**config.mk**
```make
export PLATFORM = sky130hd
export DESIGN_NAME = ref_delay_line
export DESIGN_NICKNAME = d
export VERILOG_FILES = /design/src/rtl/qam_ber_pkg.sv /design/src/rtl/qam_ber_checker_ref_delay_line.sv
export SDC_FILE = /design/constraint.sdc
export NUM_CORES = 1
export LEC_CHECK = 0
export BUFFER_PORTS_ARGS = -buffer_cell sky130_fd_sc_hd__buf_2
export CAP_MARGIN = 20
export CORE_AREA = 2 2 66 68
export DETAILED_ROUTE_END_ITERATION = 10
export DIE_AREA = 0 0 68 70
export GPL_TIMING_DRIVEN = 0
export SLEW_MARGIN = 20
export SYNTH_ARGS = -nofsm -noshare
export SYNTH_HDL_FRONTEND = slang
export SYNTH_SLANG_ARGS = --single-unit
export TNS_END_PERCENT = 5
```
**constraint.sdc**
```tcl
create_clock -name signal_clk -period 2 [get_ports signal_clk]
set_input_delay 0.4 -clock signal_clk [delete_from_list [all_inputs] [get_ports signal_clk]]
set_output_delay 0.4 -clock signal_clk [all_outputs]
set_load 0.005 [all_outputs]
```
**src/rtl/qam_ber_pkg.sv**
```systemverilog
// qam_ber_pkg: shared state encoding, default parameters and saturating increment for the BER checker
package qam_ber_pkg;
    typedef enum logic [1:0] {FILL, SEARCH, LOCKED} state_t;
    localparam int MAX_DELAY_DEF     = 32;
    localparam int DLY_W_DEF         = 5;
    localparam int WINDOW_DEF        = 64;
    localparam int LOCK_THRESH_DEF   = 2;
    localparam int UNLOCK_THRESH_DEF = 8;
    localparam int CNT_W_DEF         = 32;
    // Increment v but stick at the all-ones value of a w-bit counter
    function automatic logic [63:0] sat_inc(input logic [63:0] v, input int unsigned w);
        logic [63:0] top;
        top = (w >= 64) ? '1 : ((64'd1 << w) - 64'd1);
        return (v >= top) ? v : v + 64'd1;
    endfunction
endpackage

```
**src/rtl/qam_ber_checker_ref_delay_line.sv**
```systemverilog
// ref_delay_line: history of ref_bit with a tap selected by delay; tap 0 is the live input
module ref_delay_line import qam_ber_pkg::*; #(
    parameter int MAX_DELAY = MAX_DELAY_DEF,
    parameter int DLY_W     = DLY_W_DEF
) (
    input  logic             signal_clk,
    input  logic             reset_n,
    input  logic             ref_bit,
    input  logic [DLY_W-1:0] delay,
    output logic             tap
);
    logic [MAX_DELAY-2:0] hist;
    logic [MAX_DELAY-1:0] taps;
    assign taps = {hist, ref_bit};
    assign tap  = taps[delay];
    always_ff @(posedge signal_clk) begin
        if (!reset_n) hist <= '0;
        else          hist <= taps[MAX_DELAY-2:0];
    end
endmodule

```
* After elaboration in Yosys (flattened, before gate mapping)
Index checks and enable logic that the tools add are counted.
** Storage, ports and cells
- Register bits :: 31
- Input port bits :: 8
- Output and inout port bits :: 1
- Word-level logic and storage cells :: 4
** Cells by class
- $lt $le $gt $ge :: 1
- Mux-type cells :: 2
** Operators with widths (count)
- $lt A5 B6 Y1 const B :: 1
- $bmux W1 S5 :: 1
- $mux W1 :: 1

* Longest topological paths before layout
- Word-level depth :: 2
- Gate-level depth with buffers :: 7
- Depth with buffers taken out :: 5

* Least setup slack after synthesis
No wires, ideal clock.
- Path type :: input-to-output
- Start point :: in delay[1]
- End point :: out tap
- Arrival time :: 1.293 ns
- Required time :: 1.600 ns
- Setup slack :: 0.307 ns
- Stages :: 7
- Buffers on the path :: 2
- Cells stage by stage :: buf_6 -> buf_12 -> mux2i_1 -> a22oi_1 -> nand3_1 -> nand2_1 -> a311o_1
** On the way
- Word-level cells in the longest chain between the ends :: 2
** RTL lines
- start: declaration :: line qam_ber_checker_ref_delay_line.sv:9 : input logic [DLY_W-1:0] delay,
- $bmux W1 S5 :: line qam_ber_checker_ref_delay_line.sv:15 : assign tap = taps[delay];
- $mux W1 (not written as such) :: line qam_ber_checker_ref_delay_line.sv:15
- end: declaration :: line qam_ber_checker_ref_delay_line.sv:10 : output logic tap
No other way between the ends. The select of a mux whose other input is x is not followed.

* Worst setup path after layout
Ends and elaborated chain as after synthesis.

==> out/metrics.csv <==
stage,metric,value,unit
run_status,outcome,"complete, no violations",
sta,"Hold Violations, Final",0,
sta,Slew Limit Fails,0,
place,Port Buf Inserts,7,
power_and_ir_drop,total power,1.159,mW
worst_hold_path,WHS Endpoint,hist[0],
layout,fin area,0.001368,mm^2
sta,Worst-Margin Slew,0.3295,ns
floorplanning,row count,24,
global_routing,pin count of the biggest net entering global routing,11,
routing,DR vias,750,
global_routing,total grt overflow,0,
layout,Final Net Count,129,
global_routing,number of antenna violations at the first check in global routing,0,
setup_path,Worst Reg-to-Reg Cells,1,
setup_path,Critical Setup Path Class,input port to output port,
layout,"commonest non-fill, non-tap cell in the layout",and2_1,
place,dpl cell area,0.001254,mm^2
clocking,CTS Hold Bufs,0,
setup_path,R2R setup slack,1.42,ns
place,Placed Instances,165,
clocking,worst-case clock buffer depth,2,
global_routing,vias in the first global route,819,
global_routing,first-pass GRT wire length,3801,um
routing,drt via density,4.310,
setup_path,Worst EP arrival,1.51,ns
floorplanning,core box area,0.004144,mm^2
flow_run,Max Cap Viol,0,
routing,DR DRC count,0,
sta,Final WS setup,0.09453,ns
layout,number of inserted diodes,0,
clocking,cts repair resizes,0,
synthesis,Yosys reg bits,31,
power_and_ir_drop,PwrDens,847.4,mW/mm^2
worst_hold_path,Min-Delay Path Depth,2,
clocking,CTS Buf Count,5,
clocking,clock latency on the worst-skew pair,0.28,ns
clocking,postcts setup bufs,0,
clocking,TritonCTS sink count,31,
power_and_ir_drop,NetSw,256.7,uW
clocking,root buf cell,clkbuf_8,
place,DP Worst Slack,0.06032,ns
clocking,TritonCTS clock tree,done,
synthesis,cells after synthesis,106,
place,hpwl dp,1540,um
setup_path,Required @ worst endpoint,1.60,ns
layout,most frequent cells in the layout,"and2_1, dfxtp_1, mux2i_1",
layout,Largest register FFs,31,
synthesis,Synth Cell Area,0.001154,mm^2
routing,initial DRC count,35,
layout,biggest regs,hist: 31 flops,
setup_path,crit path capture type,output port,
floorplanning,chip width,68,um
worst_hold_path,Min-Delay Path Class,input port to register,
power_and_ir_drop,LEAKAGE,0.5843,nW
sta,final hold slack,0.3458,ns
synthesis,syn nets,114,
routing,drt total wl,2169,um
clocking,htree depth,2,
sta,Final Cycle Share,0.9527,
power_and_ir_drop,sw frac,0.2216,
power_and_ir_drop,Clock power frac,0.399,
layout,largest reg by FF count,hist,
sta,Tmin final,1.905,ns
power_and_ir_drop,register share of total power,0.537,
worst_hold_path,Hold Path Origin,ref_bit,
setup_path,worst-path maximum fanout,8,
layout,Layout Utilization,0.3300,
layout,share of cells above drive strength 1,0.1393,
clocking,"Reg clk slew, reported paths",0.06,ns
synthesis,Avg Synthesized Cell Area,10.88,um^2
synthesis,sequential area share after synthesis,0.5380,
global_routing,Total GRT Usage,0.1109,
routing,wire per inst,12.47,um
setup_path,reg2reg start,hist[1],
sta,Final setup viols,0,
setup_path,r2r endpoint,hist[2],
floorplanning,initial core utilization,0.2784,
layout,fin cells,174,
sta,setup TNS,0,ns
layout,Layout area overhead,18.55,%
power_and_ir_drop,Internal Pwr Total,902.1,uW
floorplanning,number of I/O pins,9,
synthesis,"Distinct cells, synth",16,
routing,DRT Pass-1 Iters,3,
synthesis,Synthesis Warnings,0,
sta,worst rel slew slack,0.7803,
place,Final GP Congestion,0.7405,
sta,clk_skew,0.006554,ns
power_and_ir_drop,Combinational Power Share,0.064,
power_and_ir_drop,Max VDD drop,0.0002489,V
floorplanning,Die H,70,um
routing,Post-DRT Antenna Nets,0,
sta,Peak Freq,0.5248,GHz
floorplanning,die area,0.004760,mm^2
setup_path,startpoint types,input port,
sta,unrepaired setup endpoints after global routing,no,
## layout make-up
type | instances | area [um^2]
Clock buffer | 7 | 76.32
Clock inverter | 1 | 5.005
Multi-Input combinational cell | 70 | 494.2
Sequential cell | 31 | 620.6
Fill cell | 426 | 2776
Timing Repair Buffer | 8 | 60.06
Tap cell | 52 | 65.06
Buffer | 5 | 46.29
## power groups by stage
stage          Clock [mW]  Sequential [mW]  Combinational, mW
5_1_grt             0.505            0.622             0.0819
6_report            0.462            0.622             0.0742
4_1_cts             0.471            0.622             0.0678
3_5_place_dp            0            0.636             0.0675
2_1_floorplan           0            0.635             0.0463
3_3_place_gp            0            0.636             0.0655
## worst max path at each step
stage	from	endpoint	slack, ns
5_1_grt	hist[22]	tap	0.005
4_1_cts	delay[1]	tap	0.06
3_3_place_gp	delay[1]	tap	0.05
6_report	delay[1]	tap	0.09
3_5_place_dp	delay[1]	tap	0.06
2_1_floorplan	delay[1]	tap	0.31
## worst max-delay path, cell delays in order
cell	delay [ns]
buf_8	0.13
clkbuf_16	0.16
mux2i_2	0.21
a211oi_1	0.10
a311o_1	0.37
buf_2	0.13
## Yosys cell counts
| cell type | number | area, um^2 |
|---|---|---|
| a211oi_1 | 1 | 7.510 |
| clkbuf_1 | 3 | 11.26 |
| buf_6 | 1 | 11.26 |
| and2_1 | 32 | 200.2 |
| dfxtp_1 | 31 | 620.6 |
| nand4b_1 | 1 | 8.760 |
| a22oi_1 | 4 | 30.03 |
| buf_12 | 1 | 20.02 |
| nor2_1 | 1 | 3.750 |
| a311o_1 | 1 | 10.01 |
| nand2_1 | 6 | 22.52 |
| nand3_1 | 2 | 10.01 |
| or2b_1 | 1 | 7.510 |
| and2b_1 | 2 | 15.01 |
| mux2i_1 | 16 | 160.2 |
| a21oi_1 | 3 | 15.01 |
## cell families after synthesis
| group | Yosys count | synth area share |
|---|---|---|
| compound gates | 9 | 0.05423 |
| simple gates | 45 | 0.2321 |
| mux | 16 | 0.1388 |
| flops | 31 | 0.5380 |
| buf+inv | 5 | 0.03688 |
## per-layer routing
metal	global-route usage	part of all wire	vias to the layer above
met5	0	0	-
met4	0.06000	0.028	0
met3	0.04831	0.035	7
met2	0.1704	0.50	8
met1	0.1264	0.44	353
li1	-	-	382
Note: power is estimated with default switching activity, not from simulation.
